**src/rtl/sar_adc_pkg.sv**
```systemverilog
`default_nettype none
// ============================================================================
//  Module      : sar_adc_pkg
//  Description : Shared types and constants for the SAR ADC sequencer:
//                FSM state encoding, default parameter values and the
//                comparator-trim midscale reset value.
//  Revision    : 1.0 - initial release
// ============================================================================
package sar_adc_pkg;

    typedef enum logic [2:0] {
        S_IDLE      = 3'd0,
        S_SAMPLE    = 3'd1,
        S_CONVERT   = 3'd2,
        S_EOC       = 3'd3,
        S_CAL_SHORT = 3'd4,
        S_CAL_SAR   = 3'd5
    } sar_state_e;

    localparam int DEF_DATA_W        = 8;
    localparam int DEF_TRIM_W        = 5;
    localparam int DEF_SAMPLE_CYCLES = 4;
    localparam int DEF_EOC_CYCLES    = 2;

    // Midscale trim for the default trim width
    localparam logic [DEF_TRIM_W-1:0] TRIM_MID = {1'b1, {(DEF_TRIM_W-1){1'b0}}};

endpackage
`default_nettype wire

```
**src/rtl/sar_search.sv**
```systemverilog
`default_nettype none
// ============================================================================
//  Module      : sar_search
//  Description : Generic W-bit successive-approximation register.
//                start_i loads the first trial (MSB only), each step_i
//                resolves the current trial bit from comp_i and sets the next
//                lower bit as the following trial. done_o flags the step that
//                resolves bit 0. clear_i returns the code to RST_VAL.
//  Ports       : clk, rst (async, active high), clear_i, start_i, step_i,
//                comp_i, code_o [W-1:0], done_o
//  Revision    : 1.0 - initial release
// ============================================================================
module sar_search
    import sar_adc_pkg::*;
#(
    parameter int           W       = DEF_DATA_W,
    parameter logic [W-1:0] RST_VAL = '0
) (
    input  logic         clk,
    input  logic         rst,
    input  logic         clear_i,
    input  logic         start_i,
    input  logic         step_i,
    input  logic         comp_i,
    output logic [W-1:0] code_o,
    output logic         done_o
);

    localparam int               IDX_W     = (W > 1) ? $clog2(W) : 1;
    localparam logic [IDX_W-1:0] c_IDX_TOP = IDX_W'(W - 1);

    logic [W-1:0]     code_q, code_d;
    logic [IDX_W-1:0] idx_q, idx_d;

    always_comb begin
        code_d = code_q;
        idx_d  = idx_q;
        done_o = 1'b0;
        if (clear_i) begin
            code_d = RST_VAL;
            idx_d  = '0;
        end else if (start_i) begin
            code_d        = '0;
            code_d[W-1]   = 1'b1;
            idx_d         = c_IDX_TOP;
        end else if (step_i) begin
            // Comparator low means the trial overshot: drop the bit
            if (!comp_i) begin
                code_d[idx_q] = 1'b0;
            end
            if (idx_q != '0) begin
                code_d[idx_q - 1'b1] = 1'b1;
                idx_d                = idx_q - 1'b1;
            end else begin
                done_o = 1'b1;
            end
        end
    end

    always_ff @(posedge clk or posedge rst) begin
        if (rst) begin
            code_q <= RST_VAL;
            idx_q  <= '0;
        end else begin
            code_q <= code_d;
            idx_q  <= idx_d;
        end
    end

    assign code_o = code_q;

endmodule
`default_nettype wire

```
**src/rtl/sar_adc_seq.sv**
```systemverilog
`default_nettype none
// ============================================================================
//  Module      : sar_adc_seq
//  Description : SAR conversion sequencer (analog clock domain). Controls the
//                sample switch, capacitive-DAC trial code and comparator
//                offset trim; returns an 8-bit result with an active-low
//                end-of-conversion strobe.
//  Ports       : clk, rst (async, active high)
//                adc_en_i, firmware_en_i, calib_en_i, comp_i      (inputs)
//                sample_o, cal_short_o, dac_code_o, trim_o,
//                adc_data_o, adc_eoc_n_o, busy_o                  (outputs)
//  Options     : SAR_ADC_AVG_EN - each result averages 4 conversions
//  Revision    : 1.0 - initial release
// ============================================================================
module sar_adc_seq
    import sar_adc_pkg::*;
#(
    parameter int DATA_W        = DEF_DATA_W,
    parameter int TRIM_W        = DEF_TRIM_W,
    parameter int SAMPLE_CYCLES = DEF_SAMPLE_CYCLES,
    parameter int EOC_CYCLES    = DEF_EOC_CYCLES
) (
    input  logic              clk,
    input  logic              rst,
    input  logic              adc_en_i,
    input  logic              firmware_en_i,
    input  logic              calib_en_i,
    input  logic              comp_i,
    output logic              sample_o,
    output logic              cal_short_o,
    output logic [DATA_W-1:0] dac_code_o,
    output logic [TRIM_W-1:0] trim_o,
    output logic [DATA_W-1:0] adc_data_o,
    output logic              adc_eoc_n_o,
    output logic              busy_o
);

    localparam logic [TRIM_W-1:0] c_TRIM_MID    = {1'b1, {(TRIM_W-1){1'b0}}};
    localparam logic [7:0]        c_SAMPLE_LAST = 8'(SAMPLE_CYCLES - 1);
    localparam logic [7:0]        c_EOC_LAST    = 8'(EOC_CYCLES - 1);

    sar_state_e        state_q, state_d;
    logic [7:0]        cnt_q, cnt_d;
    logic              cal_pend_q, cal_pend_d;
    logic [DATA_W-1:0] data_q, data_d;
    logic              en_prev_q, cal_prev_q;

    logic              w_en_rise, w_cal_rise, w_cal_req;
    logic              w_dac_clear, w_dac_start, w_dac_step, w_dac_done;
    logic              w_trim_start, w_trim_step, w_trim_done;
    logic [DATA_W-1:0] w_dac_final;

    assign w_en_rise  = adc_en_i & ~en_prev_q;
    assign w_cal_rise = calib_en_i & ~cal_prev_q;
    assign w_cal_req  = cal_pend_q | w_cal_rise;

    // On the step that resolves bit 0 the upper bits are final and the LSB
    // is decided by the comparator directly.
    assign w_dac_final = {dac_code_o[DATA_W-1:1], comp_i};

`ifdef SAR_ADC_AVG_EN
    logic [DATA_W+1:0] acc_q, acc_d;
    logic [1:0]        avg_cnt_q, avg_cnt_d;
    logic [DATA_W+1:0] w_sum;

    assign w_sum = acc_q + {2'b00, w_dac_final};
`endif

    always_comb begin
        state_d      = state_q;
        cnt_d        = cnt_q;
        cal_pend_d   = cal_pend_q;
        data_d       = data_q;
        w_dac_clear  = 1'b0;
        w_dac_start  = 1'b0;
        w_dac_step   = 1'b0;
        w_trim_start = 1'b0;
        w_trim_step  = 1'b0;
`ifdef SAR_ADC_AVG_EN
        acc_d        = acc_q;
        avg_cnt_d    = avg_cnt_q;
`endif
        // Requests seen while busy are remembered; repeats collapse into one
        if (w_cal_rise && (state_q != S_IDLE)) begin
            cal_pend_d = 1'b1;
        end

        case (state_q)
            S_IDLE: begin
                if (w_cal_req) begin
                    state_d    = S_CAL_SHORT;
                    cnt_d      = '0;
                    cal_pend_d = 1'b0;
                end else if (adc_en_i && (!firmware_en_i || w_en_rise)) begin
                    state_d = S_SAMPLE;
                    cnt_d   = '0;
                end
            end
            S_SAMPLE, S_CONVERT: begin
                if (!adc_en_i) begin
                    state_d     = S_IDLE;
                    w_dac_clear = 1'b1;
`ifdef SAR_ADC_AVG_EN
                    acc_d       = '0;
                    avg_cnt_d   = '0;
`endif
                end else if (state_q == S_SAMPLE) begin
                    if (cnt_q == c_SAMPLE_LAST) begin
                        state_d     = S_CONVERT;
                        w_dac_start = 1'b1;
                    end else begin
                        cnt_d = cnt_q + 8'd1;
                    end
                end else begin
                    w_dac_step = 1'b1;
                    if (w_dac_done) begin
                        cnt_d = '0;
`ifdef SAR_ADC_AVG_EN
                        if (avg_cnt_q == 2'd3) begin
                            data_d    = w_sum[DATA_W+1:2];
                            acc_d     = '0;
                            avg_cnt_d = '0;
                            state_d   = S_EOC;
                        end else begin
                            acc_d     = w_sum;
                            avg_cnt_d = avg_cnt_q + 2'd1;
                            state_d   = S_SAMPLE;
                        end
`else
                        data_d  = w_dac_final;
                        state_d = S_EOC;
`endif
                    end
                end
            end
            S_EOC: begin
                if (cnt_q == c_EOC_LAST) begin
                    cnt_d = '0;
                    if (adc_en_i && !firmware_en_i && !w_cal_req) begin
                        state_d = S_SAMPLE;
                    end else begin
                        state_d = S_IDLE;
                    end
                end else begin
                    cnt_d = cnt_q + 8'd1;
                end
            end
            S_CAL_SHORT: begin
                if (cnt_q == c_SAMPLE_LAST) begin
                    state_d      = S_CAL_SAR;
                    w_trim_start = 1'b1;
                end else begin
                    cnt_d = cnt_q + 8'd1;
                end
            end
            S_CAL_SAR: begin
                w_trim_step = 1'b1;
                if (w_trim_done) begin
                    state_d = S_IDLE;
                end
            end
            default: begin
                state_d = S_IDLE;
            end
        endcase
    end

    always_ff @(posedge clk or posedge rst) begin
        if (rst) begin
            state_q    <= S_IDLE;
            cnt_q      <= '0;
            cal_pend_q <= 1'b0;
            data_q     <= '0;
            en_prev_q  <= 1'b0;
            cal_prev_q <= 1'b0;
        end else begin
            state_q    <= state_d;
            cnt_q      <= cnt_d;
            cal_pend_q <= cal_pend_d;
            data_q     <= data_d;
            en_prev_q  <= adc_en_i;
            cal_prev_q <= calib_en_i;
        end
    end

`ifdef SAR_ADC_AVG_EN
    always_ff @(posedge clk or posedge rst) begin
        if (rst) begin
            acc_q     <= '0;
            avg_cnt_q <= '0;
        end else begin
            acc_q     <= acc_d;
            avg_cnt_q <= avg_cnt_d;
        end
    end
`endif

    sar_search #(
        .W       (DATA_W),
        .RST_VAL ('0)
    ) u_dac_sar (
        .clk     (clk),
        .rst     (rst),
        .clear_i (w_dac_clear),
        .start_i (w_dac_start),
        .step_i  (w_dac_step),
        .comp_i  (comp_i),
        .code_o  (dac_code_o),
        .done_o  (w_dac_done)
    );

    sar_search #(
        .W       (TRIM_W),
        .RST_VAL (c_TRIM_MID)
    ) u_trim_sar (
        .clk     (clk),
        .rst     (rst),
        .clear_i (1'b0),
        .start_i (w_trim_start),
        .step_i  (w_trim_step),
        .comp_i  (comp_i),
        .code_o  (trim_o),
        .done_o  (w_trim_done)
    );

    // Switch controls decode straight from the state register
    assign sample_o    = (state_q == S_SAMPLE);
    assign cal_short_o = (state_q == S_CAL_SHORT) || (state_q == S_CAL_SAR);
    assign adc_eoc_n_o = (state_q != S_EOC);
    assign busy_o      = (state_q != S_IDLE);
    assign adc_data_o  = data_q;

endmodule
`default_nettype wire
```
**config.mk**
```make
export PLATFORM = sky130hd
export DESIGN_NAME = sar_adc_seq
export DESIGN_NICKNAME = d
export VERILOG_FILES = /design/src/rtl/sar_adc_pkg.sv /design/src/rtl/sar_search.sv /design/src/rtl/sar_adc_seq.sv
export SDC_FILE = /design/constraint.sdc
export NUM_CORES = 1
export LEC_CHECK = 0
export CAP_MARGIN = 20
export CORE_UTILIZATION = 59
export CTS_CLUSTER_DIAMETER = 150
export DETAILED_ROUTE_END_ITERATION = 7
export GPL_ROUTABILITY_DRIVEN = 1
export PLACE_DENSITY = 0.85
export SKIP_CTS_REPAIR_TIMING = 1
export SYNTH_ARGS = -nofsm -noshare
export SYNTH_HDL_FRONTEND = slang
export SYNTH_SLANG_ARGS = --single-unit
```
**constraint.sdc**
```tcl
create_clock -name clk -period 6.3 [get_ports clk]
set_input_delay 1.26 -clock clk [delete_from_list [all_inputs] [get_ports clk]]
set_output_delay 1.26 -clock clk [all_outputs]
set_load 0.02 [all_outputs]
```
Word-level counts from Yosys, hierarchy flattened
Index checks and enable logic that the tools add are counted.
- bits in registers: 41
- input bits: 6
- output and inout bits: 25
- word-level logic and storage cells: 145
- add/subtract/negate cells: 3
- magnitude comparators: 8
- eq/ne operators: 16
- multiplexer cells: 69
- bitwise operators: 12
- reduce and logical (&&, ||, !) cells: 27
- operator list (kind ; count):
    $mux 8 ; 15
    $mux 3 ; 16
    $pmux 8 s4 ; 1
    $mux 5 ; 6
    $mux 1 ; 26
    $lt 3x4->1 const B ; 4
    $pmux 3 s5 ; 1
    $reduce_bool 3->1 ; 5
    $demux 1 s3 ; 4
    $ge 3x1->1 const B ; 4
    $add 8x1->8 const B ; 1
    $and 8x8->8 ; 1
    $eq 8x1->1 const B ; 1
    $eq 8x2->1 const B ; 1
    $logic_and 1x1->1 ; 8
    $not 8->8 ; 1
    $or 8x8->8 ; 1
    $reduce_and 4->1 ; 2
    $eq 3x2->1 const B ; 2
    $eq 3x3->1 const B ; 2
    $ne 2x2->1 const B ; 3
    $ne 3x2->1 const B ; 2
    $reduce_and 6->1 ; 1
    $sub 3x1->3 const B ; 2
    other kinds (18) ; 25

Logic depth before layout (Yosys ltp)
- word-level depth: 15
- gate-level depth with buffers: 8
- gate-level depth less buffers: 7

By module
Synthesis repeated with hierarchy kept, for this count alone.
- cells, all modules: 245
- area, all modules: 2507.4 µm²
- by module, submodules not included (module ; instances ; cells each ; area an instance (µm²) ; seq. area each (µm²)):
    sar_adc_seq ; 1 ; 122 ; 1351.3 ; 550.5
    sar_search (u_dac_sar) ; 1 ; 71 ; 683.2 ; 275.3
    sar_search (u_trim_sar) ; 1 ; 52 ; 473.0 ; 201.4

Worst setup path before layout
OpenSTA, ideal clock, no wires.
- path kind: input -> register
- start point: in calib_en_i
- end point: reg state_q[0]
- setup time: 128 ps
- arrival: 2483 ps
- required time: 6172 ps
- slack: 3689 ps
- stages: 6
- buffers on the path: 1
- cells stage by stage: nor2b_1 a2111oi_4 a21oi_2 buf_6 a211oi_2 mux2_1
- word-level cells in the longest chain between the ends: 7
- RTL lines (item ; line ; source):
    start, declared ; sar_adc_seq.sv:27 ; input logic calib_en_i,
    $and 1x1->1 (*) ; sar_adc_seq.sv:54 ; assign w_cal_rise = calib_en_i & ~cal_prev_q;
    $or 1x1->1 (*) ; sar_adc_seq.sv:55 ; assign w_cal_req = cal_pend_q | w_cal_rise;
    $logic_not 1->1 ; sar_adc_seq.sv:139 ; if (adc_en_i && !firmware_en_i && !w_cal_req) begin
    $logic_and 1x1->1 ; sar_adc_seq.sv:139 ;
    $mux 1 ; sar_adc_seq.sv:139 ;
    $mux 3 ; sar_adc_seq.sv:137 ; if (cnt_q == c_EOC_LAST) begin
    $pmux 3 s5 ; sar_adc_seq.sv:88 ; case (state_q)
    end signal, assigned ; sar_adc_seq.sv:177 ; state_q <= state_d;
    end, declared ; sar_adc_seq.sv:42 ; sar_state_e state_q, state_d;
Mark *: on every way between the ends. The rest lies on a longest branch, timed or not. The select of a mux whose other input is x is not followed.
A chain may end at the register's enable or synchronous reset.

Worst setup path after layout
- start point: reg state_q[0]
- end point: out adc_eoc_n_o
- word-level cells in the longest chain between the ends: 1
- RTL lines (item ; line ; source):
    $ne 3x2->1 ; sar_adc_seq.sv:229 ; assign adc_eoc_n_o = (state_q != S_EOC);
    end, declared ; sar_adc_seq.sv:34 ; output logic adc_eoc_n_o,
No other way between the ends.

==> results.py <==
metrics = {
    "sta": {
        "layout_min_cycle_time_ns": 3.25,
        "finalHoldViolCount": 0,
        "finalClockSkew_ns": 0.00401,
        "tns_ns": 0,
        "setup_viol": 0,
        "tightest_slew_ns": 0.518,
        "slew_violations": 0,
        "fmax_mhz": 307,
        "rsz0062_at_grt": "false",
        "slew_headroom": 0.652,
        "fin_crit_sh": 0.516,
    },
    "cells_and_area": {
        "fin_nets": 274,
        "drive_gt1_frac": 0.110,
        "fin_area_um2": 2690,
        "n_antenna_cell": 0,
        "finalNonFillerCells": 311,
        "fillers": 265,
        "multi_input_area_um2": 1150,
        "synthToLayoutAreaGrowth_pct": 18.8,
        "post-route-util": 0.735,
        "register_area_um2": 1030,
    },
    "floorplanning": {
        "fp.dieW_um": 64.0,
        "initial_core_util": 0.619,
        "die_h_um": 64.0,
        "pin_count": 31,
        "rows": 22,
        "core_area_um2": 3660,
        "die_area_um2": 4090,
    },
    "status": {
        "status": "finished, violations left",
        "violations": "DRC",
    },
    "setup_path": {
        "cp-end-kind": "output pin",
        "arrival_ns": 1.99,
        "path_class": "register to output pin",
        "critical-path-max-stage-delay_ns": 0.67,
        "crit_chain": "nor2b_1, nand2_1, clkdlybuf4s50_1",
        "crit_path_max_fanout": 16,
        "crit_path_top_delay_cell": "dfrtp_1",
        "rrSetupSlack_ns": 3.90,
        "startpoint_type": "register",
        "critPathRequiredTime_ns": 5.04,
    },
    "route": {
        "dr_wl_met2_um": 2260,
        "vias": 1863,
        "routed.top_layer": "met4",
        "wl_met1_um": 2100,
        "routedWlPerCell_um": 15.0,
        "drc": 1,
        "dr.pass1.iters": 6,
        "wl_met3_um": 210,
        "drt_iter0_markers": 107,
        "wirelength_um": 4680,
        "avgViaCountPerCell": 5.99,
        "drtAntennaViolNets": 0,
    },
    "placed_design": {
        "gp_congestion": 0.831,
        "placed_cell_area_um2": 2590,
        "place_hpwl_um": 3250,
        "dp_cells": 303,
        "port_buffers": 30,
    },
    "clock_tree": {
        "numCtsBuffers": 5,
        "clock_sinks": 41,
        "path_clk_slew_ns": 0.07,
        "cts_tree": "built",
        "max-clock-path-buffers": 2,
        "h-tree-depth": 2,
        "clock_latency_ns": 0.30,
        "root_buffer": "clkbuf_8",
    },
    "logic_synthesis": {
        "synth.most_common_cell": "dfrtp_1",
        "syn_nets": 243,
        "synth_top_area_cell": "dfrtp_1",
        "syn_avg_cell_area_um2": 9.81,
        "syn-cell-area_um2": 2270,
        "synthTopCellsByArea": "dfrtp_1 44%, o21ai_0 4.9%, mux2_2 4.5%",
        "synth_top_area_share": 0.442,
        "ys.flop_type": "dfrtp_1",
        "synth_cell_types": 50,
        "synth_cells": 231,
        "async_flop_share": 1.00,
        "yosysWarnings": 0,
        "ys_seq_area_frac": 0.453,
        "netlist_top_cells_count": "40 x dfrtp_1, 22 x o21ai_0, 17 x nand2_1",
        "synth-seq-cells": 41,
        "synth_edf_count": 0,
    },
    "power_and_ir_drop": {
        "ir_worst_vdd_v": 0.000254,
        "total_power_mw": 1.12,
        "powerDensity_nw_per_um2": 417,
        "p_leak_nw": 1.15,
    },
    "job": {
        "maxCapViolCount": 0,
    },
    "global_routing": {
        "antenna_found_initial": 0,
        "grt_pass1_wl_um": 7850,
        "grt_overflow_total": 0,
        "grt_max_degree": 42,
        "grtUsageTotal": 0.255,
        "grt_pass1_vias": 1746,
    },
    "hold_path": {
        "hold_class": "register to register",
    },
}
## per-stage QoR
stage,setup slack [ns],hold slack (ns)
after floorplan,3.69,0.471
after detailed placement,2.91,0.493
after global placement,3.00,0.486
after global routing,2.99,0.534
final,3.05,0.507
after CTS,3.08,0.510
## placed cells by master (no fill, tap or decap), drive strengths merged, types with 2 or more instances in the layout
cell           Yosys  final
nand3             10     10
a22o               5      5
nand2b             7      7
nor3               5      5
o21ai             26     26
and2               2      2
clkbuf             3      7
nor2b             10     10
or3                4      4
inv               11     11
xor2               2      2
ha                 6      6
o31ai              7      7
nand2             18     18
o2bb2ai            3      3
a21oi             13     13
nor2              12     12
clkdlybuf4s50      0     30
a31oi              5      5
xnor2              3      3
and3               5      5
dfrtp             40     40
mux2              10     10
a211oi             2      2
## cell families (layout without fill, tap and decap cells)
logic type | count (synthesis) | after routing | synth area share
AOI/OAI and AO/OA | 70 | 70 | 0.210
buffers and inverters | 18 | 50 | 0.0375
muxes | 11 | 11 | 0.0541
adders and majority gates | 6 | 6 | 0.0331
DFF | 41 | 41 | 0.453
xor gates and xnor gates | 5 | 5 | 0.0193
and+or+nand+nor | 80 | 80 | 0.192
## flip-flops by register name, summed over array words and instances, names as in the netlist
register,cells
adc_data_o,8
cal_pend_q,1
cal_prev_q,1
cnt_q,8
en_prev_q,1
state_q,3
u_dac_sar.code_o,8
u_dac_sar.idx_q,3
u_trim_sar.code_o,5
u_trim_sar.idx_q,3
## report_power, final
part | internal [mW] | switching [mW] | leakage, nW
Combinational | 0.227 | 0.313 | 0.546
Clock | 0.0989 | 0.0894 | 0.0542
Sequential | 0.313 | 0.0808 | 0.547
## critical path: cells and delay by family (launching register included)
family	cells	cell delay, ns
and+or+nand+nor	2	0.47
DFF	1	0.67
buffers and inverters	1	0.55
## area by class of cell
| class | count | area share |
|---|---|---|
| well taps | 48 | 0.0223 |
| repair buffers | 31 | 0.114 |
| flip-flops and latches | 41 | 0.382 |
| inverters | 11 | 0.0153 |
| clock buffers | 7 | 0.0358 |
| clock inverters | 1 | 0.00186 |
| multi-input cells | 172 | 0.429 |
## worst paths after layout
kind / start / to / depth (start not counted)
min: adc_data_o[7] / adc_data_o[7] / 1
max reg2reg: state_q[0] / state_q[0] / 5
max: state_q[0] / adc_eoc_n_o / 3
max in group asynchronous: rst / u_trim_sar.code_o[4] / 3
min in group asynchronous: rst / cnt_q[3] / 3
min reg2reg: adc_data_o[7] / adc_data_o[7] / 1
## per-layer routing
layer	vias up	track usage
met5	-	0
met3	9	0.0589
met2	53	0.404
met4	0	0.134
met1	889	0.325
li1	912	-
No activity file was read; power rests on OpenSTA's default activity.
